--- src/rtl/parity_tx_pkg.sv ---
// Shared types, line levels and the parity helper for the parity-protected serial transmitter.
package parity_tx_pkg;

  typedef enum logic [2:0] {
    IDLE   = 3'd0,
    START  = 3'd1,
    DATA   = 3'd2,
    PARITY = 3'd3,
    STOP   = 3'd4
  } tx_state_e;

  localparam logic TX_IDLE_LVL = 1'b1;
  localparam logic START_LVL   = 1'b0;
  localparam logic STOP_LVL    = 1'b1;

  // Parity bit for a word; the word is zero-extended, so unused upper bits do not affect the XOR.
  // odd=0 gives even total ones over data+parity, odd=1 gives odd total ones.
  function automatic logic calc_parity(input logic [31:0] data, input logic odd);
    return (^data) ^ odd;
  endfunction

endpackage

--- src/rtl/parity_serial_tx_fifo.sv ---
// sync_fifo: small circular word buffer; full/empty come only from the registered occupancy.
module sync_fifo #(
  parameter int DATA_W = 4,
  parameter int DEPTH  = 4
) (
  input  logic                       clk,
  input  logic                       rst,
  input  logic                       i_push,
  input  logic [DATA_W-1:0]          i_data,
  input  logic                       i_pop,
  output logic [DATA_W-1:0]          o_data,
  output logic [$clog2(DEPTH+1)-1:0] o_count,
  output logic                       o_not_full
);

  localparam int AW = $clog2(DEPTH);
  localparam int CW = $clog2(DEPTH + 1);
  localparam logic [CW-1:0] FULL_CNT = CW'(DEPTH);

  logic [DATA_W-1:0] r_mem [DEPTH];
  logic [AW-1:0]     r_wr_ptr;
  logic [AW-1:0]     r_rd_ptr;
  logic [CW-1:0]     r_count;
  logic              r_not_full;
  logic [CW-1:0]     w_count_nxt;
  logic              w_do_push;
  logic              w_do_pop;

  // Qualify requests against registered state so a same-cycle pop never unblocks a full FIFO
  always_comb begin
    w_do_push   = i_push && r_not_full;
    w_do_pop    = i_pop && (r_count != '0);
    w_count_nxt = r_count;
    case ({w_do_push, w_do_pop})
      2'b10:   w_count_nxt = r_count + CW'(1);
      2'b01:   w_count_nxt = r_count - CW'(1);
      default: w_count_nxt = r_count;
    endcase
  end

  // Storage, wrapping pointers, occupancy and the registered not-full flag
  always_ff @(posedge clk) begin
    if (rst) begin
      for (int i = 0; i < DEPTH; i++) begin
        r_mem[i] <= '0;
      end
      r_wr_ptr   <= '0;
      r_rd_ptr   <= '0;
      r_count    <= '0;
      r_not_full <= 1'b1;
    end else begin
      if (w_do_push) begin
        r_mem[r_wr_ptr] <= i_data;
        r_wr_ptr        <= r_wr_ptr + AW'(1);
      end
      if (w_do_pop) begin
        r_rd_ptr <= r_rd_ptr + AW'(1);
      end
      r_count    <= w_count_nxt;
      r_not_full <= (w_count_nxt != FULL_CNT);
    end
  end

  assign o_data     = r_mem[r_rd_ptr];
  assign o_count    = r_count;
  assign o_not_full = r_not_full;

endmodule

--- src/rtl/parity_serial_tx.sv ---
// parity_serial_tx: buffers 4-bit words and sends each as start, data LSB-first, parity, stop.
module parity_serial_tx
  import parity_tx_pkg::*;
#(
  parameter int DATA_W     = 4,
  parameter int DEPTH      = 4,
  parameter int BIT_CYCLES = 2,
  parameter int PARITY_ODD = 0
) (
  input  logic                       clk,
  input  logic                       rst,
  input  logic                       in_valid,
  input  logic [DATA_W-1:0]          in_data,
  output logic                       in_ready,
  output logic                       tx,
  output logic                       busy,
  output logic [$clog2(DEPTH+1)-1:0] fifo_count
);

  localparam int BW = $clog2(BIT_CYCLES + 1);
  localparam int NW = $clog2(DATA_W + 1);
  localparam logic [BW-1:0] BAUD_RELOAD = BW'(BIT_CYCLES - 1);
  localparam logic [NW-1:0] LAST_BIT    = NW'(DATA_W - 1);
  localparam logic          ODD_SEL     = (PARITY_ODD != 0);

  tx_state_e                    r_state;
  logic [BW-1:0]                r_baud;
  logic [NW-1:0]                r_bit;
  logic [DATA_W-1:0]            r_shift;
  logic                         r_parity;
  logic                         r_tx;
  logic                         r_busy;

  logic [DATA_W-1:0]            w_fifo_data;
  logic [$clog2(DEPTH+1)-1:0]   w_fifo_count;
  logic                         w_fifo_not_full;
  logic                         w_bit_end;
  logic                         w_pop;
  logic [DATA_W-1:0]            w_shift_nxt;

  sync_fifo #(
    .DATA_W (DATA_W),
    .DEPTH  (DEPTH)
  ) u_fifo (
    .clk        (clk),
    .rst        (rst),
    .i_push     (in_valid),
    .i_data     (in_data),
    .i_pop      (w_pop),
    .o_data     (w_fifo_data),
    .o_count    (w_fifo_count),
    .o_not_full (w_fifo_not_full)
  );

  // Pop decision: from IDLE, or at the last stop-bit cycle to chain frames without an idle gap
  always_comb begin
    w_bit_end   = (r_baud == '0);
    w_shift_nxt = r_shift >> 1;
    w_pop       = 1'b0;
    if (w_fifo_count != '0) begin
      w_pop = (r_state == IDLE) || ((r_state == STOP) && w_bit_end);
    end else begin
      w_pop = 1'b0;
    end
  end

  // Frame sequencer: state, baud and bit counters, shift register and the registered line
  always_ff @(posedge clk) begin
    if (rst) begin
      r_state  <= IDLE;
      r_tx     <= TX_IDLE_LVL;
      r_busy   <= 1'b0;
      r_baud   <= '0;
      r_bit    <= '0;
      r_shift  <= '0;
      r_parity <= 1'b0;
    end else begin
      case (r_state)
        IDLE: begin
          if (w_pop) begin
            r_shift  <= w_fifo_data;
            r_parity <= calc_parity(32'(w_fifo_data), ODD_SEL);
            r_state  <= START;
            r_tx     <= START_LVL;
            r_busy   <= 1'b1;
            r_baud   <= BAUD_RELOAD;
            r_bit    <= '0;
          end
        end
        START: begin
          if (w_bit_end) begin
            r_state <= DATA;
            r_tx    <= r_shift[0];
            r_baud  <= BAUD_RELOAD;
            r_bit   <= '0;
          end else begin
            r_baud <= r_baud - BW'(1);
          end
        end
        DATA: begin
          if (w_bit_end) begin
            r_baud <= BAUD_RELOAD;
            if (r_bit == LAST_BIT) begin
              r_state <= PARITY;
              r_tx    <= r_parity;
            end else begin
              r_bit   <= r_bit + NW'(1);
              r_shift <= w_shift_nxt;
              r_tx    <= w_shift_nxt[0];
            end
          end else begin
            r_baud <= r_baud - BW'(1);
          end
        end
        PARITY: begin
          if (w_bit_end) begin
            r_state <= STOP;
            r_tx    <= STOP_LVL;
            r_baud  <= BAUD_RELOAD;
          end else begin
            r_baud <= r_baud - BW'(1);
          end
        end
        STOP: begin
          if (w_bit_end) begin
            if (w_pop) begin
              r_shift  <= w_fifo_data;
              r_parity <= calc_parity(32'(w_fifo_data), ODD_SEL);
              r_state  <= START;
              r_tx     <= START_LVL;
              r_busy   <= 1'b1;
              r_baud   <= BAUD_RELOAD;
              r_bit    <= '0;
            end else begin
              r_state <= IDLE;
              r_tx    <= TX_IDLE_LVL;
              r_busy  <= 1'b0;
              r_baud  <= '0;
            end
          end else begin
            r_baud <= r_baud - BW'(1);
          end
        end
        default: begin
          r_state <= IDLE;
          r_tx    <= TX_IDLE_LVL;
          r_busy  <= 1'b0;
          r_baud  <= '0;
          r_bit   <= '0;
        end
      endcase
    end
  end

  assign tx         = r_tx;
  assign busy       = r_busy;
  assign in_ready   = w_fifo_not_full;
  assign fifo_count = w_fifo_count;

endmodule

--- config.mk ---
export PLATFORM = sky130hd
export DESIGN_NAME = parity_serial_tx
export DESIGN_NICKNAME = d
export VERILOG_FILES = /design/src/rtl/parity_tx_pkg.sv /design/src/rtl/parity_serial_tx_fifo.sv /design/src/rtl/parity_serial_tx.sv
export SDC_FILE = /design/constraint.sdc
export NUM_CORES = 1
export LEC_CHECK = 0
export BUFFER_PORTS_ARGS = -buffer_cell sky130_fd_sc_hd__buf_2
export CORE_MARGIN = 2
export CORE_UTILIZATION = 36
export CTS_BUF_LIST = sky130_fd_sc_hd__clkbuf_16
export DETAILED_ROUTE_END_ITERATION = 7
export PLACE_DENSITY = 0.56
export SYNTH_ARGS = -nofsm -noshare
export SYNTH_HDL_FRONTEND = slang
export SYNTH_HIERARCHICAL = 1
export SYNTH_SLANG_ARGS = --single-unit
--- constraint.sdc ---
create_clock -name clk -period 7.42 [get_ports clk]
set_input_delay 0.371 -clock clk [delete_from_list [all_inputs] [get_ports clk]]
set_output_delay 0.371 -clock clk [all_outputs]
set_load 0.03 [all_outputs]
Yosys cells after proc, flatten, opt, wreduce, memory -nomap -nowiden
Memory sizes are Yosys's and may differ from the RTL's. A register that Yosys moved wholly into a read port is not among the register bits.
Cells that the tools add are included.
W data, S select, Z words.
- mux-type cells: 51
- reductions and logical operators: 18
- $add $sub $neg: 6
- bitwise gates (word level): 2
- eq/ne operators: 15
- operators with widths (operator ; count):
    $mux W3 ; 11
    $reduce_xor A32 Y1 ; 1
    $pmux W3 S5 ; 2
    $mux W1 ; 21
    $mux W4 ; 5
    $mux W2 ; 6
    $ne A2 B2 Y1 const B ; 6
    $pmux W4 S3 ; 1
    $reduce_and A5 Y1 ; 2
    $eq A3 B2 Y1 const B ; 3
    $add A3 B1 Y3 const B ; 2
    $pmux W2 S3 ; 1
    $pmux W3 S2 ; 1
    $reduce_and A6 Y1 ; 1
    $reduce_bool A3 Y1 ; 2
    $pmux W1 S5 ; 1
    $add A2 B1 Y2 const B ; 2
    $reduce_and A4 Y1 ; 1
    $reduce_or A4 Y1 ; 1
    $eq A3 B1 Y1 const B ; 1
    $eq A3 B3 Y1 const B ; 1
    $logic_and A1 B1 Y1 ; 3
    $logic_not A3 Y1 ; 1
    $ne A3 B3 Y1 const B ; 1
    14 further kinds ; 15
- RAM bits: 16
- memories kept: 1
- output and inout bits: 6
- word-level logic and storage cells: 104
- flip-flop bits (word level): 23
- input port bits: 7
- memory list (name ; words ; width ; rd ports ; clocked after memory_dff ; write ports ; line ; source):
    u_fifo.r_mem ; 4 ; 4 ; 1 ; 1 ; 4 ; parity_serial_tx_fifo.sv:20 ; logic [DATA_W-1:0] r_mem [DEPTH];

Longest topological paths before layout
- depth after elaboration: 8
- mapped depth: 11
- depth with buffers taken out: 10

Hierarchy
The synthesis kept the hierarchy.
- by module, submodules not included (module ; area each (um^2) ; instances ; sequential area each (um^2) ; cells each):
    sync_fifo ; 1139.8 ; 1 ; 680.7 ; 86
    parity_serial_tx ; 1044.8 ; 1 ; 300.3 ; 113

Worst setup path before layout
OpenSTA, ideal clock, no wires.
- path type: register to register
- start: register u_fifo.r_count[0] (netlist: u_fifo/o_count[0])
- end: register u_fifo.r_not_full (netlist: u_fifo/o_not_full)
- path slack: 4634 ps
- clock period less this slack: 2786 ps
- library setup time: 120 ps
- required time: 7300 ps
- stages on the path, launching flop included: 12
- arrival time: 2666 ps
- buffers on the path: 1
- cell sequence: dfxtp_1 -> or3_4 -> buf_6 -> o211ai_1 -> inv_1 -> o31a_1 -> ha_1 -> inv_1 -> fa_1 -> xor2_1 -> or3_1 -> a211o_1
- longest elaborated chain between the ends: 6
- elaborated cells between the ends (all ways): 9
- those cells by class: add/sub: 2; eq/ne: 3; mux: 2; reduce/logical: 2
- RTL lines (item ; line ; source):
    start: declaration ; parity_serial_tx_fifo.sv:23 ; logic [CW-1:0] r_count;
    start signal: assignment ; parity_serial_tx_fifo.sv:59 ; r_count <= w_count_nxt;
    $reduce_bool A3 Y1 (*) ; parity_serial_tx.sv:60 ; if (w_fifo_count != '0) begin
    $mux W1 (*) ; parity_serial_tx.sv:60 ;
    named net w_pop ; parity_serial_tx.sv:38 ; logic w_pop;
    $logic_and A1 B1 Y1 (*) ; parity_serial_tx_fifo.sv:32 ; w_do_pop = i_pop && (r_count != '0);
    named net u_fifo.w_do_pop ; parity_serial_tx_fifo.sv:27 ; logic w_do_pop;
    $eq A2 B1 Y1 / $eq A2 B2 Y1 (equally long branches) ; parity_serial_tx_fifo.sv:34 ; case ({w_do_push, w_do_pop})
    $pmux W3 S2 (*) ; parity_serial_tx_fifo.sv:34 ;
    $ne A3 B3 Y1 (*) ; parity_serial_tx_fifo.sv:60 ; r_not_full <= (w_count_nxt != FULL_CNT);
    end signal: assignment ; parity_serial_tx_fifo.sv:60 ;
    end: declaration ; parity_serial_tx_fifo.sv:24 ; logic r_not_full;
Mark *: on every way through the listed nets, which the timed path passes. The rest lies on a longest branch.
A chain may end at the register's enable or synchronous reset.

Worst setup path in the final report
- start: register r_state[0]
- end: register u_fifo.r_not_full (netlist: u_fifo/o_not_full)
- longest elaborated chain between the ends: 8
- elaborated cells between the ends (all ways): 10
- those cells by class: eq/ne: 4; mux: 2; reduce/logical: 4
- RTL lines (item ; line ; source):
    start: declaration ; parity_serial_tx.sv:26 ; tx_state_e r_state;
    start signal: assignment ; parity_serial_tx.sv:70 ; r_state <= IDLE;
    start signal: assignment ; parity_serial_tx.sv:83 ; r_state <= START;
    start signal: assignment ; parity_serial_tx.sv:92 ; r_state <= DATA;
    $eq A3 B3 Y1 ; parity_serial_tx.sv:61 ; w_pop = (r_state == IDLE) || ((r_state == STOP) && w_bit_end);
    $logic_and A1 B1 Y1 ; parity_serial_tx.sv:61 ;
    $logic_or A1 B1 Y1 (*) ; parity_serial_tx.sv:61 ;
    $mux W1 (*) ; parity_serial_tx.sv:60 ;
    named net w_pop ; parity_serial_tx.sv:38 ;
    $logic_and A1 B1 Y1 (*) ; parity_serial_tx_fifo.sv:32 ;
    named net u_fifo.w_do_pop ; parity_serial_tx_fifo.sv:27 ;
    $eq A2 B1 Y1 / $eq A2 B2 Y1 (equally long branches) ; parity_serial_tx_fifo.sv:34 ;
    $pmux W3 S2 (*) ; parity_serial_tx_fifo.sv:34 ;
    $ne A3 B3 Y1 (*) ; parity_serial_tx_fifo.sv:60 ;
Marks and branches as above.

==> impl_metrics.ini <==
[run_status]
outcome = complete, no violations

[die]
dieArea_mm2 = 0.00671
pin_count = 13
num_rows = 28
initial_core_util_pct = 37.1
chipWidth_um = 81.9
fp.dieH_um = 81.9
core_area_mm2 = 0.00589

[global_routing]
grt_max_degree = 37
first_global_vias = 1452
track_usage_pct = 13.2
gr-total-overflow = 0
grt_pass1_wl_um = 6780
antenna_found_initial = 0

[critical_path]
reg2regPathDepth = 10
critPathRequiredTime_ns = 7.59
r2r_slack_ns = 4.68
worst_r2r_endpoint = u_fifo/o_not_full
path_class = reg2reg
rr_startpoint = r_state[0]
critical_path.endpoint_type = register
cp_data_arrival_time_ns = 2.91
path_max_fanout = 11
start_kind = register

[detailed_routing]
post_drt_wl_per_cell_um = 13.4
vias = 1433
ant_nets = 0
drc = 0
drt_pass1_iterations = 4
wl_um = 3800
drt-initial-drc-count = 149
avgViaCountPerCell = 5.05

[sta]
hold_violations = 0
rsz0062_at_grt = no
report.final.slew_viol_count = 0
min_period_ns = 2.74
worst_hold_slack_ns = 0.400
worst_slew_pin_slew_ns = 0.628
layout_worst_path_cycle_share_pct = 36.9
relSlewSlack_pct = 57.8
finalSetupViolations = 0
clock.fmax_ghz = 0.365
final.setup_skew_ns = 0.00389
finalSetupTns_ns = 0

[synthesis]
synth_cell_types = 54
ys.flop_type = dfxtp_1
synth_top_area_share_pct = 22.9
synthTopCellsByArea = dfxtp_1, edfxtp_1, and2_1
syn-cell-area_mm2 = 0.00218
synth-seq-cells = 41
synth-seq-area-share_pct = 44.9
synth_edf_count = 16
syn_inst = 199
async_flop_share_pct = 0
yosysWarnings = 6
syn_avg_cell_area_um2 = 11.0
synth.largest_area_cell = dfxtp_1
syn_nets = 210

[hold_path]
hp-class = in2reg
whs_endpoint = u_fifo/r_mem[3][1]
hp-start = in_data[1]
min_path_cells = 2

[placed_design]
dpl.hpwl_um = 2680
dp.cells = 276
port_buffers = 12
place_congestion = 0.764

[clock_network]
cts-resized-gates = 0
h-tree-depth = 2
cts_sinks = 41
post_cts_buffers = 0
root_buffer = clkbuf_16
tritoncts.num_buffers = 5
clk_latency_ns = 0.28
clkTransAtPathRegs_ns = 0.06
cts_hold_buffers = 0
clock_path_buffers = 2
cts_tree = yes

[finish]
fillers = 581
fin_util_pct = 40.9
final_layout_size_suffix_gt1_share_pct = 19.1
synthToLayoutAreaGrowth_pct = 10.1
layout_common_cells = dfxtp_1, and2_1, edfxtp_1
layout_commonest_cell = dfxtp_1
finalNonFillerCells = 284
n_antenna_cell = 0
nets = 219

[power_and_ir_drop]
ir_worst_vdd_mv = 0.185
powerDensity_mw_per_mm2 = 423
cellLeakagePower_nw = 0.918

[run]
maxCapViolCount = 0
synthesized netlist by cell type, drive strengths merged, types with 3 or more instances:
cell type and n:
a21o 4, a21oi 9, and2 16, buf 5
clkbuf 5, dfxtp 25, edfxtp 16, ha 3
inv 7, mux2i 6, mux4 4, nand2 9
nand2b 3, nand3 11, nor2 17, nor2b 3
nor3 6, o21ai 5, or2 3, or3 3
xnor2 4, xor2 7
state kept, by name, indices dropped and copies added, names as in the netlist, named ones only:
name	cells
u_fifo/o_not_full	1
r_bit	3
r_baud	2
tx	1
r_shift	4
u_fifo/r_rd_ptr	2
r_state	3
u_fifo/r_wr_ptr	2
u_fifo/r_mem	16
u_fifo/o_count	3
r_parity	1
busy	1
critical path, cell delays in order, from the launching register on:
cell and delay (ns):
dfxtp_1 0.46, nor2_8 0.28, o211ai_1 0.19, inv_1 0.12, o31a_1 0.18, ha_1 0.19, inv_1 0.06, fa_1 0.37
xor2_1 0.15, or3_1 0.33, a211o_1 0.30
where the power goes:
group / total, mW / leakage (nW) / switching (mW) / internal [mW]
combinational: 0.453 / 0.480 / 0.250 / 0.204
sequential: 0.352 / 0.371 / 0.0640 / 0.288
clock: 0.212 / 0.0672 / 0.0885 / 0.123
stage by stage:
step | instance area [um^2] | worst slack [ns] | total power [mW]
after floorplan | 2180 | 4.63 | 0.752
after global placement | 2260 | 4.75 | 0.815
after detailed placement | 2260 | 4.68 | 0.812
after CTS | 2400 | 4.67 | 1.03
after global routing | 2400 | 4.48 | 1.09
final | 2400 | 4.68 | 1.02
cell type report:
type	instances	area, um^2	share of cell area [%]
inverter	7	26.3	1.09
sequential	41	981	40.8
clock buffer	5	125	5.20
tap	75	93.8	3.90
multi-input combinational	141	1100	45.7
clock inverter	3	18.8	0.780
timing repair buffer	12	60.1	2.50
metal layers:
metal  vias up  track usage [%]  wire (um)
met2        31             22.4       1860
met5         -                0          0
met1       662             16.2       1720
li1        734                -          -
met3         6             3.52        157
met4         0             4.50         59
worst max-delay path by stage:
| stage | endpoint | start | cells past startpoint | slack (ns) |
|---|---|---|---|---|
| 2_1_floorplan | u_fifo/o_not_full | u_fifo/o_count[0] | 11 | 4.63 |
| 3_3_place_gp | u_fifo/o_not_full | r_state[0] | 10 | 4.75 |
| 3_5_place_dp | u_fifo/o_not_full | r_state[0] | 10 | 4.68 |
| 4_1_cts | u_fifo/o_not_full | r_state[0] | 10 | 4.67 |
| 5_1_grt | u_fifo/o_not_full | r_state[0] | 10 | 4.48 |
| 6_report | u_fifo/o_not_full | r_state[0] | 10 | 4.68 |
cell families after synthesis:
logic type	Yosys count	share of synthesized area, %
simple gates	77	21.2
flops	41	44.9
compound gates	39	15.2
buf+inv	17	4.75
xor+xnor	11	4.41
mux	10	6.87
fa+ha+maj	4	2.63
No activity file was read; power rests on OpenSTA's default activity.
